===== src/rtl/ctrl_data_arbiter.sv =====
// Round-robin arbiter sharing one ctrl_data_fifo write side among NUM_REQ producers, with per-producer burst lock.
// Latency: one cycle, from an accepted beat to fifo_data_valid/fifo_ctrl_valid.
// Backpressure: the beat is held while either FIFO ready is low; req_ready stays low until that beat is pushed.
//
// Ports:
//   clk, rst_n                          clock and asynchronous active-low reset
//   req_valid/req_ready/req_last        per-requester handshake and end-of-burst marker
//   req_data/req_ctrl                   packed beats, requester i at [i*W +: W]
//   fifo_din_data/fifo_data_valid/fifo_data_ready   FIFO data write side
//   fifo_ctrl_data/fifo_ctrl_valid/fifo_ctrl_ready  FIFO ctrl write side
//   grant_id, locked, burst_trunc       status of the held beat and the arbiter
// Optional macro CTRL_DATA_ARB_STATS_EN adds stats_clr and the grant_count per-requester counters.
module ctrl_data_arbiter #(
  parameter int NUM_REQ    = 4,
  parameter int DATA_WIDTH = 32,
  parameter int CTRL_WIDTH = 32,
  parameter int MAX_BURST  = 16,
  localparam int ID_W      = $clog2(NUM_REQ),
  localparam int CNT_W     = $clog2(MAX_BURST + 1)
) (
  input  logic                           clk,
  input  logic                           rst_n,
  input  logic [NUM_REQ-1:0]             req_valid,
  output logic [NUM_REQ-1:0]             req_ready,
  input  logic [NUM_REQ-1:0]             req_last,
  input  logic [NUM_REQ*DATA_WIDTH-1:0]  req_data,
  input  logic [NUM_REQ*CTRL_WIDTH-1:0]  req_ctrl,
  output logic [DATA_WIDTH-1:0]          fifo_din_data,
  output logic                           fifo_data_valid,
  input  logic                           fifo_data_ready,
  output logic [CTRL_WIDTH-1:0]          fifo_ctrl_data,
  output logic                           fifo_ctrl_valid,
  input  logic                           fifo_ctrl_ready,
  output logic [ID_W-1:0]                grant_id,
  output logic                           locked,
  output logic                           burst_trunc
`ifdef CTRL_DATA_ARB_STATS_EN
  ,
  input  logic                           stats_clr,
  output logic [NUM_REQ*16-1:0]          grant_count
`endif
);

  typedef enum logic {IDLE, LOCKED} state_t;

  state_t                state, state_nxt;
  logic [ID_W-1:0]       rr_ptr, rr_ptr_nxt;
  logic [ID_W-1:0]       owner, owner_nxt;
  logic [CNT_W-1:0]      beat_cnt, beat_cnt_nxt;
  logic                  trunc_nxt;

  logic                  out_valid;
  logic [DATA_WIDTH-1:0] out_data;
  logic [CTRL_WIDTH-1:0] out_ctrl;
  logic [ID_W-1:0]       out_id;

  logic                  push, slot_free;
  logic                  win_vld, win_last, accept;
  logic [ID_W-1:0]       win_id;
  logic [ID_W-1:0]       idx;

  function automatic logic [ID_W-1:0] inc_wrap(input logic [ID_W-1:0] i);
    return (int'(i) == NUM_REQ - 1) ? '0 : i + ID_W'(1);
  endfunction

  assign push      = out_valid && fifo_data_ready && fifo_ctrl_ready;
  assign slot_free = !out_valid || push;

  // Winner: the lock owner while LOCKED, otherwise the first valid requester at
  // or after rr_ptr. Walking the offsets downward lets the smallest offset win.
  always_comb begin
    win_vld = 1'b0;
    win_id  = '0;
    idx     = '0;
    if (state == LOCKED) begin
      win_vld = req_valid[owner];
      win_id  = owner;
    end else begin
      for (int k = NUM_REQ - 1; k >= 0; k--) begin
        idx = ID_W'((int'(rr_ptr) + k) % NUM_REQ);
        if (req_valid[idx]) begin
          win_vld = 1'b1;
          win_id  = idx;
        end
      end
    end
  end

  assign accept   = win_vld && slot_free && rst_n;
  assign win_last = req_last[win_id];

  always_comb begin
    req_ready = '0;
    if (accept) req_ready[win_id] = 1'b1;
  end

  always_comb begin
    state_nxt    = state;
    rr_ptr_nxt   = rr_ptr;
    owner_nxt    = owner;
    beat_cnt_nxt = beat_cnt;
    trunc_nxt    = 1'b0;
    if (accept) begin
      if (state == IDLE) begin
        if (win_last) begin
          rr_ptr_nxt = inc_wrap(win_id);
        end else if (MAX_BURST == 1) begin
          // A single-beat limit releases every beat; a non-last one is a truncation.
          rr_ptr_nxt = inc_wrap(win_id);
          trunc_nxt  = 1'b1;
        end else begin
          state_nxt    = LOCKED;
          owner_nxt    = win_id;
          beat_cnt_nxt = CNT_W'(1);
        end
      end else begin
        if (win_last) begin
          state_nxt  = IDLE;
          rr_ptr_nxt = inc_wrap(owner);
        end else if (beat_cnt + CNT_W'(1) == CNT_W'(MAX_BURST)) begin
          state_nxt  = IDLE;
          rr_ptr_nxt = inc_wrap(owner);
          trunc_nxt  = 1'b1;
        end else begin
          beat_cnt_nxt = beat_cnt + CNT_W'(1);
        end
      end
    end
  end

  always_ff @(posedge clk or negedge rst_n) begin
    if (!rst_n) begin
      state       <= IDLE;
      rr_ptr      <= '0;
      owner       <= '0;
      beat_cnt    <= '0;
      burst_trunc <= 1'b0;
    end else begin
      state       <= state_nxt;
      rr_ptr      <= rr_ptr_nxt;
      owner       <= owner_nxt;
      beat_cnt    <= beat_cnt_nxt;
      burst_trunc <= trunc_nxt;
    end
  end

  // Single output register feeds both FIFO sides so data and ctrl never skew.
  always_ff @(posedge clk or negedge rst_n) begin
    if (!rst_n) begin
      out_valid <= 1'b0;
      out_data  <= '0;
      out_ctrl  <= '0;
      out_id    <= '0;
    end else if (accept) begin
      out_valid <= 1'b1;
      out_data  <= req_data[int'(win_id) * DATA_WIDTH +: DATA_WIDTH];
      out_ctrl  <= req_ctrl[int'(win_id) * CTRL_WIDTH +: CTRL_WIDTH];
      out_id    <= win_id;
    end else if (push) begin
      out_valid <= 1'b0;
    end
  end

  assign fifo_data_valid = out_valid;
  assign fifo_ctrl_valid = out_valid;
  assign fifo_din_data   = out_data;
  assign fifo_ctrl_data  = out_ctrl;
  assign grant_id        = out_id;
  assign locked          = (state == LOCKED);

`ifdef CTRL_DATA_ARB_STATS_EN
  logic [15:0] cnt [NUM_REQ];

  // Clear wins over a same-cycle increment; counts stick at 0xFFFF.
  always_ff @(posedge clk or negedge rst_n) begin
    if (!rst_n) begin
      for (int i = 0; i < NUM_REQ; i++) cnt[i] <= '0;
    end else if (stats_clr) begin
      for (int i = 0; i < NUM_REQ; i++) cnt[i] <= '0;
    end else if (accept && cnt[win_id] != 16'hFFFF) begin
      cnt[win_id] <= cnt[win_id] + 16'd1;
    end
  end

  for (genvar g = 0; g < NUM_REQ; g++) begin : g_cnt
    assign grant_count[g*16 +: 16] = cnt[g];
  end
`endif

endmodule


===== config.mk =====
export PLATFORM = sky130hd
export DESIGN_NAME = ctrl_data_arbiter
export DESIGN_NICKNAME = d
export VERILOG_FILES = /design/src/rtl/ctrl_data_arbiter.sv
export SDC_FILE = /design/constraint.sdc
export NUM_CORES = 1
export LEC_CHECK = 0
export CORE_MARGIN = 10
export CORE_UTILIZATION = 30
export CTS_CLUSTER_SIZE = 14
export DETAILED_ROUTE_END_ITERATION = 16
export GPL_ROUTABILITY_DRIVEN = 0
export PLACE_DENSITY = 0.67
export SLEW_MARGIN = 15
export SYNTH_ARGS = -nofsm -noshare
export SYNTH_HDL_FRONTEND = slang
export SYNTH_SLANG_ARGS = --single-unit

===== constraint.sdc =====
create_clock -name clk -period 2.61 [get_ports clk]
set_input_delay 0.522 -clock clk [delete_from_list [all_inputs] [get_ports clk]]
set_output_delay 0.522 -clock clk [all_outputs]
set_load 0.1 [all_outputs]

======== Word level (Yosys, flattened, before mapping) ========
Index checks and enable logic that the tools add are counted.
cells by class
  add/sub/neg operators ................... 6
  $lt $le $gt $ge ......................... 7
  equality and inequality tests ........... 4
  shifts and indexed selects .............. 2
  multiplexer cells ....................... 45
  bitwise logic cells ..................... 2
  reductions and logical operators ........ 13
operator list
  cell                 number
  $shiftx 128x8->32    2
  $mux 1               22
  $mux 2               11
  $mux 5               4
  $lt 2x3->1 const B   6
  $bmux 1 s2           6
  $reduce_and 3->1     3
  $add 2x1->2 const B  3
  $reduce_bool 2->1    3
  $add 5x1->5 const B  1
  $eq 5x5->1 const B   1
  $logic_and 1x1->1    5
  $add 2x2->2 const B  2
  $eq 2x1->1 const B   2
  $mux 4               1
  $demux 1 s2          1
  $ge 2x1->1 const B   1
  $ne 2x2->1 const B   1
  $not 1->1            2
  $logic_not 1->1      1
  $logic_or 1x1->1     1
word-level totals
  register bits ........................... 78
  bits of input ports ..................... 268
  output and inout port bits .............. 74
  logic and storage cells ................. 88

======== Longest topological paths before layout ========
Gate-level depths: netlist of run 1.
  depth in word-level cells ............... 13
  mapped depth ............................ 9
  depth with buffers taken out ............ 7

======== Least setup slack after synthesis of run 1 ========
OpenSTA, ideal clock, no wires.
  path type ............................... register to output
  start ................................... register state, in the netlist locked
  end ..................................... output port req_ready[0]
  data arrival time ....................... 2980 ps
  required time ........................... 2088 ps
  slack ................................... -892 ps
  stages on the path, launching flop included .. 8
  buffers on the path ..................... 4
  cell sequence ........................... dfrtp_1 > buf_2 > buf_2 > nor2_1 > nor3_1 > buf_2 > clkbuf_1 > and2_1
on the way
  longest elaborated chain between the ends .. 6
  elaborated cells on any way between the ends .. 10
  those cells by class .................... order compare: 2; mux: 5; reduce/logical: 3
RTL lines
  element                                                                line  source
  from (decl)                                                            46    state_t state, state_nxt;
  from (signal assigned)                                                 139   state <= state_nxt;
  $mux 2                                                                 75    if (state == LOCKED) begin
  $lt 2x3->1 (implied by the code) / $ge 2x1->1 (equally long branches)  94    if (accept) req_ready[win_id] = 1'b1;
  $logic_and 1x1->1 (implied by the code)                                94
  $mux 1 (implied by the code)                                           94
  $demux 1 s2                                                            94
  $mux 4 *                                                               94
  to (decl)                                                              24    output logic [NUM_REQ-1:0] req_ready,
Mark *: on every way between the ends. The rest lies on a longest branch, timed or not.

======== Final worst setup path of run 1 ========
  start ................................... register rr_ptr[1]
  end ..................................... output port req_ready[2]
on the way
  longest elaborated chain between the ends .. 13
  elaborated cells on any way between the ends .. 29
  those cells by class .................... add/sub: 3; order compare: 2; mux: 21; reduce/logical: 3
RTL lines
  element                                                                line  source
  from (decl)                                                            47    logic [ID_W-1:0] rr_ptr, rr_ptr_nxt;
  from (signal assigned)                                                 140   rr_ptr <= rr_ptr_nxt;
  $add 2x2->2                                                            80    idx = ID_W'((int'(rr_ptr) + k) % NUM_REQ);
  $bmux 1 s2                                                             81    if (req_valid[idx]) begin
  $mux 1 (implied by the code)                                           81
  $mux 2 (4 in a row)                                                    81
  $mux 2                                                                 75
  $lt 2x3->1 (implied by the code) / $ge 2x1->1 (equally long branches)  94
  $logic_and 1x1->1 (implied by the code)                                94
  $mux 1 (implied by the code)                                           94
  $demux 1 s2                                                            94
  $mux 4 *                                                               94
Mark *: on every way between the ends. The rest lies on a longest branch, timed or not. The select of a mux whose other input is x is not followed.

==> results of run 1 <==
==> critical path, stage by stage, from the launching register on <==
cell and delay, ns:
dfrtp_2 0.45, and3b_2 0.23, a211oi_4 0.20, o221a_4 0.24
nor2_4 0.05, inv_2 0.09, ha_2 0.17, and2_4 0.14
buf_12 0.16
==> path summary, 6_finish.rpt <==
kind	to	from	depth (start not counted)	slack, ns
worst max register to register	owner[1]	rr_ptr[0]	9	0.17
worst max-delay path	req_ready[2]	rr_ptr[1]	8	0.02
worst min register to register	fifo_ctrl_data[13]	fifo_ctrl_data[13]	1	0.51
min in group clk	fifo_ctrl_data[13]	fifo_ctrl_data[13]	1	0.51
max in group asynchronous	fifo_din_data[18]	rst_n	3	1.39
worst min-delay path	fifo_din_data[14]	rst_n	2	0.26
==> cells by family after synthesis <==
group	Yosys count	synth area share [%]
AOI/OAI and AO/OA	32	4.91
adders and majority gates	7	1.55
buffers and inverters	41	4.78
DFF	78	34.7
muxes	265	48.9
and+or+nand+nor	50	5.18
==> registers in the layout, summed over array words and instances (netlist names), 2 cells and up <==
| name | count |
|---|---|
| owner | 2 |
| rr_ptr | 2 |
| fifo_din_data | 32 |
| grant_id | 2 |
| beat_cnt | 5 |
| fifo_ctrl_data | 32 |
==> placed cells by master (no fill, tap or decap), types with 2 or more instances in the layout <==
cell / instances
o31ai_1: 2
o211ai_1: 5
dfrtp_2: 2
o221ai_1: 2
nor3_4: 2
o32a_1: 2
mux2_2: 66
inv_2: 2
and3_1: 2
a21oi_2: 2
buf_4: 126
nor2_1: 3
dfrtp_1: 75
and2_4: 4
nor2_2: 3
nor2_4: 2
a211oi_4: 2
clkbuf_16: 9
buf_12: 7
mux2_1: 4
nand4_1: 3
bufinv_16: 3
mux2i_1: 194
and2_0: 2
a21oi_1: 2
inv_1: 5
nor3_1: 4
nand2b_1: 4
clkdlybuf4s50_1: 262
ha_1: 5
nand2_1: 8
nand3_1: 3
and2b_4: 2
==> report_power, final <==
part	internal [uW]	switching, uW
Clock	955	503
Combinational	4070	7230
Sequential	1850	416
==> metal layers <==
| layer | wire length, um | global-route usage [%] | part of all wire [%] |
|---|---|---|---|
| met4 | 282 | 4.67 | 1.2 |
| met2 | 11700 | 31.0 | 52 |
| met1 | 8350 | 18.1 | 37 |
| met3 | 2260 | 6.33 | 10 |
| met5 | 0 | 0 | 0 |
==> stage by stage <==
stage / power (uW) / hold slack (ns) / setup slack, ns / std cells
finish: 15000 / 0.258 / 0.0234 / 1088
global route: 15800 / 0.307 / -0.0548 / 1088
CTS: 15000 / 0.276 / -0.0154 / 1082
detailed placement: 13500 / 0.497 / -0.446 / 1063
global placement: 13300 / 0.491 / -0.367 / 1063
floorplan: 10700 / 0.226 / 0.0262 / 473
==> final cells by class <==
cell class              instances  area (um^2)  share of cell area [%]
well taps                     234          293                    2.96
repair buffers                399         3740                    37.8
flip-flops and latches         78         1960                    19.8
inverters                       8         32.5                   0.329
clock inverters                 4         95.1                   0.962
clock buffers                  11          243                    2.45
multi-input cells             354         3530                    35.7
==> timing repair <==
| action | in CTS | in global routing |
|---|---|---|
| pin swaps | 4 | 11 |
| setup endpoints to repair | 47 | 4 |
| gates resized for setup | 18 | 17 |
| buffers inserted | 4 | 6 |
==> results.toml, run 1 <==
[place]
place_area_mm2 = 0.00940
io_buffers = 341
dpl.hpwl_um = 18600

[die]
fp-row-count = 50
die_h_um = 157
start_util_pct = 30.3
ios = 342
die_w_um = 157
die_area_mm2 = 0.0247
coreArea_mm2 = 0.0186

[cts]
cts_sinks = 78
cts_made_buffers = 9
clk_latency_ns = 0.34
cts_buffer_depth = 2
clk_pin_slew_ns = 0.06
ctsHtreeMaxLevel = 3
clk_root_buffer_cell = "clkbuf_16"
cts_tree = "done"
cts_hold_buf = 0

[drt]
drt-initial-drc-count = 158
drc = 0
wl_um = 22600
antenna_left = 0
drtPass1Iterations = 4
via_count = 5302
avgViaCountPerCell = 4.87
wl_per_cell_um = 20.7

[final_layout]
diodes = 0
final_util_pct = 53.2
fin_area_mm2 = 0.00989
layout-drive-gt1-share_pct = 29.3
area_growth_pct = 75.6
nets = 1125
nFillCells = 1621

[setup_path]
worstPathMaxFanout = 6
end_kind = "primary output"
crit_type = "flop to primary output"
critPathLaunchType = "flop"
crit_required_ns = 2.09
worstPathArrival_ns = 2.06

[logic_synthesis]
ys_seq_area_share_pct = 34.7
synth_cells = 473
synth_top_flop_cell = "dfrtp_1"
synth_edf_count = 0
ys_top_cells_by_count = "mux2i_1, dfrtp_1, mux2_2, buf_2"
syn-cell-area_mm2 = 0.00563
syn_nets = 748
ys_top_cells_by_area = "dfrtp_1, mux2i_1, mux2_2"
synth-warning-count = 0
synth_top_area_share_pct = 34.7
async_reset_ff_share_pct = 100
synth-seq-cells = 78
yosysMostFrequentCell = "mux2i_1"
avgSynthCellArea_um2 = 11.9
synth_cell_type_count = 52
yosys.area.top_type = "dfrtp_1"

[pwr]
p_per_area_mw_per_mm2 = 1520
ir_drop_v = 0.000699
p_leak_uw = 0.00448

[sta]
skew_ns = 0.00931
finalMaxSlewViolations = 0
timing.final.crit_period_ns = 2.59
timing.fmax_mhz = 387
relSlewSlack_pct = 64.4
finalHoldViolations = 0
rsz0062_at_grt = "yes"
setup_tns_ns = 0
post-route-period-util_pct = 99.1
tightest_slew_ns = 0.534
setup_viol = 0

[global_routing]
grtUsageTotal_pct = 17.1
grt_overflow = 0
grt_max_degree = 42
grt_pass1_wl_um = 33000
antenna_found_initial = 0
grt_pass1_vias = 5940

[flow_run]
maxCapViolations = 0

[status]
outcome = "completed"

[hold_path]
min_path_type = "primary input to asynchronous set/reset pin"
Power figures use the tool's default switching activity.
==> run 2: changes to the inputs <==
Settings changed: HOLD_SLACK_MARGIN set to 0.06.
==> results of run 2 <==
The final DEF is identical to that of run 1; final timing and power are the same.
==> RTL edit 1: new RTL, settings of run 1 <==
Add a define of `CTRL_DATA_ARB_STATS_EN`.
--- a/src/rtl/ctrl_data_arbiter.sv
+++ b/src/rtl/ctrl_data_arbiter.sv
@@ -10,6 +10,8 @@
 //   fifo_ctrl_data/fifo_ctrl_valid/fifo_ctrl_ready  FIFO ctrl write side
 //   grant_id, locked, burst_trunc       status of the held beat and the arbiter
 // Optional macro CTRL_DATA_ARB_STATS_EN adds stats_clr and the grant_count per-requester counters.
+`define CTRL_DATA_ARB_STATS_EN
+
 module ctrl_data_arbiter #(
   parameter int NUM_REQ    = 4,
   parameter int DATA_WIDTH = 32,
Interface: changed (added grant_count and stats_clr); port bits go from 342 to 407. No check against the original RTL was run, so the function may have changed too.
==> RTL edit 1 against run 1 <==
The flow now finishes with violations (negative setup slack); power up 21%; wire length up 76%; sequential cell count up 64; setup slack worse by 500 ps; cell area up 45%; sequential power up 42%; register-to-register slack worse by 640 ps; synthesized area up 49%; clock skew down 2.5 ps; critical path type is now flop to flop; critical endpoint is now grant_count[16]; largest cell class unchanged; largest power group unchanged; highest routed layer unchanged.
==> RTL edit 1: results (changes against run 1) <==
----------------------------------------------------
[Clock network]
  CTS max path bufs ... 2 (unchanged)
  H-tree level count ... 4 (+1)
  Number of clock buffers inserted by TritonCTS ... 17 (+8)
  Clk Latency, worst-skew pair ... 430 ps (+90 ps)
  Clock transition at the register clock pins on the worst setup and hold paths after CTS ... 60 ps (about the same)
  Clk Tree Root Cell ... clkbuf_16

[Routing]
  Detailed-router iteration count before antenna repair ... 5 (+1)
  Vias after detailed routing ... 9612 (+81%)
  Iteration-0 DRC Markers ... 780 (+390%)
  WL/cell ... 20.8 um (+0.39%)

[Placement]
  DPL Wire Length ... 30500 um (+64%)
  Cell Area, Placed ... 13200 sq um (+41%)
  Count of input and output buffers ... 406 (+19%)

[Pwr]
  Sequential group power ... 3230 uW (+42%)
  Switching power as a share of total power ... 0.559 (+0.0164)
  Logic gate share of total power ... 0.691 (-0.061)
  Leak pwr ... 0.00668 uW (+49%)
  Worst ir drop on vdd ... 0.651 mV (-6.8%)

[Setup path]
  CP max FO ... 8 (+2)
  CP startpoint kind ... flop
  Cell family with most CP delay ... compound AO/OA/AOI/OAI gates
  Data arrival at the endpoint of the critical path ... 3430 ps (+1370 ps)
  Critical R2R Launch ... rr_ptr[1]
  Slowest cell on the critical path ... or4_4
  Length in cells of the worst reg-to-reg path ... 12 (+3)
  End point of the critical path ... grant_count[16]
  Crit-path max cell delay ... 560 ps (+110 ps)

[Synth]
  Synth unique cells ... 46 (-12%)
  Number of warnings reported in the yosys synthesis log ... 0 (unchanged)
  Most common library cells after synthesis ... nand2_1, nand3_1, dfrtp_1, o2bb2ai_1, clkbuf_1
  Sequential-to-total area share from yosys stat ... 0.422 (+0.0757)
  Number of nets produced by synthesis ... 1330 (+78%)
  Cells taking the most area after synthesis ... dfrtp_1, nand2_1, nand3_1
  Ys async rst share ... 1.00 (unchanged)

[Global routing]
  Wire length of the first global-routing pass ... 58500 um (+77%)
  Tot GR Track Use ... 0.213 (+0.0422)
  Antenna violations before repair ... 2 (+2)
  Maximum number of pins on one net before global-route repair ... 73 (+74%)
  Via count of the first global-routing pass ... 9350 (+57%)

[Timing]
  Final worst setup slack ... -474 ps (-497 ps)
  Worst relative slew slack ... 0.468 (-0.177)
  Final count of negative-setup-slack endpoints ... 71 (+71)
  Worst hold slack across all endpoints ... 185 ps (-72.7 ps)
  Worst-case clock skew ... 6.85 ps (-2.46 ps)

[Finish]
  Number of flip-flops in the largest register ... 64
  Fraction of final layout cells sized beyond drive strength 1 ... 0.233 (-0.0599)
  Net total in the final layout ... 1793 (+59%)

[Run status]
  Outcome ... complete, but fails checks
  Violations in the final reports ... negative setup slack

[Flow run]
  Max_cap viols ... 0 (unchanged)

[Min path]
  Type of the most critical hold path ... primary input to asynchronous set/reset pin

----------------------------------------------------
==> RTL edit 1: per-stage QoR <==
| step | power, uW | instances | setup slack [ps] | setup TNS, ps |
|---|---|---|---|---|
| 2_1_floorplan | 11400 | 1053 | -983 | -60890 |
| 3_3_place_gp | 14800 | 1854 | -1100 | -131480 |
| 3_5_place_dp | 14900 | 1854 | -1200 | -139990 |
| 4_1_cts | 17900 | 1901 | -480 | -30440 |
| 5_1_grt | 19200 | 1909 | -638 | -40280 |
| 6_report | 18200 | 1909 | -474 | -29860 |
==> RTL edit 1: metal layers <==
layer | up-vias | part of all wire | wire [um] | track usage
li1 | 4536 | - | - | -
met1 | 4610 | 0.40 | 16100 | 0.262
met2 | 433 | 0.49 | 19500 | 0.356
met3 | 33 | 0.091 | 3640 | 0.0688
met4 | 0 | 0.013 | 523 | 0.0443
met5 | - | 0 | 0 | 0
==> RTL edit 1: cell type report <==
class | instances | area, sq um
multi-input combinational | 829 | 4760
timing repair buffer | 518 | 4970
fill | 2536 | 13300
inverter | 8 | 45.0
clock inverter | 15 | 143
antenna | 2 | 5.00
tap | 378 | 473
clock buffer | 17 | 425
sequential | 142 | 3560
==> RTL edit 1: cell families after synthesis <==
kind of cell	count (synthesis)	synth area share
DFF	142	0.422
xor gates and xnor gates	15	0.0156
adders and majority gates	8	0.0119
buffers and inverters	83	0.0474
and+or+nand+nor	656	0.337
muxes	55	0.0697
AOI/OAI and AO/OA	94	0.0960
==> RTL edit 1: timing repair <==
action	CTS	global route
gates resized for setup	48	37
endpoints found under the hold margin	0	0
buffers inserted	13	7
pin swaps	7	5
cloned	2	3
setup endpoints to repair	143	112
==> RTL edit 2: new RTL, settings of run 1 <==
Made on the original files. `CTRL_WIDTH`: 32 -> 16.
--- a/src/rtl/ctrl_data_arbiter.sv
+++ b/src/rtl/ctrl_data_arbiter.sv
@@ -13,7 +13,7 @@
 module ctrl_data_arbiter #(
   parameter int NUM_REQ    = 4,
   parameter int DATA_WIDTH = 32,
-  parameter int CTRL_WIDTH = 32,
+  parameter int CTRL_WIDTH = 16,
   parameter int MAX_BURST  = 16,
   localparam int ID_W      = $clog2(NUM_REQ),
   localparam int CNT_W     = $clog2(MAX_BURST + 1)
Interface: changed (resized fifo_ctrl_data and req_ctrl); port bits go from 342 to 262. No check against the original RTL was run, so the function may have changed too.
==> RTL edit 2 against run 1 <==
Synthesized area down 26%; count of clock-buffer cells in the layout is 2 higher; global-route usage fell by 1.0 points; sequential share of layout area grew 0.94 points; setup slack improved by 39 ps; combinational power decreased by 30%; sequential cell count shrank 16; via count shrank 17%; power decreased by 27%; first-iteration DRC count rose by 5.1%; clock skew down 2.8 ps; cell area shrank 24%; wire length is 30% lower; largest cell class unchanged; highest routed layer unchanged.
==> RTL edit 2: results (changes against run 1) <==
----------------------------------------------------
[Pwr]
  Clock distribution power ... 1200 uW (-18%)
  Fraction of power consumed by the clock network ... 0.109 (+0.012)
  Worst ir drop on vdd ... 0.717 mV (+2.6%)

[Routing]
  Sum of met2 wire segment lengths after detailed routing ... 8210 um (-30%)
  Iteration-0 DRC Markers ... 166 (+5.1%)
  WL final ... 15700 um (-30%)
  Vias after detailed routing ... 4375 (-17%)
  Routed wire length on met3 ... 1340 um (-40%)
  Total routed wire length on the met1 layer ... 6010 um (-28%)

[Finish]
  Fraction of final layout cells sized beyond drive strength 1 ... 0.244 (-0.0484)
  Non-clk bufs ... 298 (-25%)
  Net total in the final layout ... 963 (-14%)
  Number of sequential storage elements ... 62 (-21%)
  Count of non-filler cells in the finished layout ... 937 (-14%)
  Invs w/o clock ... 11 (+3)
  Area share of buffers outside the clock network ... 0.376 (-0.00177)
  Fraction of area in clock buffers and inverters ... 0.0403 (+0.00618)

[Global routing]
  Tot GR Track Use ... 0.160 (-0.0104)
  Via count of the first global-routing pass ... 4788 (-19%)

[Synth]
  Most common library cells after synthesis ... nand2_1, o21ai_0, dfrtp_1, mux2i_1, mux2_2
  Number of nets produced by synthesis ... 691 (-7.6%)
  Multiplexer fraction of the synthesized cell area ... 0.271 (-0.219)
  Sequential-to-total area share from yosys stat ... 0.370 (+0.0240)
  Mean area per synthesized cell ... 8.72 sq um (-27%)
  XOR/XNOR share of the synthesized area ... 0.00418 (+0.00418)

[Timing]
  Worst-case clock skew ... 6.54 ps (-2.78 ps)

[Setup path]
  RR Endpoint ... beat_cnt[3]
  Critical path launch point ... req_valid[3]
  Critical R2R Launch ... locked
  Slowest cell on the critical path ... a211oi_2

[Clock network]
  Clk Latency, worst-skew pair ... 320 ps (-20 ps)
  Resized Gates After CTS ... 13 (-5)

[Run status]
  Outcome ... finished, final reports clean

----------------------------------------------------
## RTL edit 2: cell count changes in the layout (fill, tap and decap cells not counted), moves of 18 or more
cell and delta:
o21ai_0 +97, mux2i_1 -141, mux2_2 -18, buf_4 -39
clkdlybuf4s50_1 -64, nand2_1 +103
## RTL edit 2: cells by family (layout without fill, tap and decap cells)
family          Yosys count  count (layout)
xor+xnor                  2               2
mux                     105             105
simple gates            137             137
buf+inv                  48             325
flops                    62              62
compound gates          119             119
fa+ha+maj                 7               7
## RTL edit 2: stage by stage
stage               utilization  setup TNS, ps  hold slack, ps  worst slack [ps]  cell area [sq um]
floorplan                     -           -617             226              -155               4320
global placement          0.518         -12860             465              -284               7140
detailed placement        0.518         -18240             472              -414               7140
CTS                       0.545              0             453              5.25               7500
global route              0.545          -25.0             500             -13.2               7510
finish                    0.545              0             410              62.3               7510
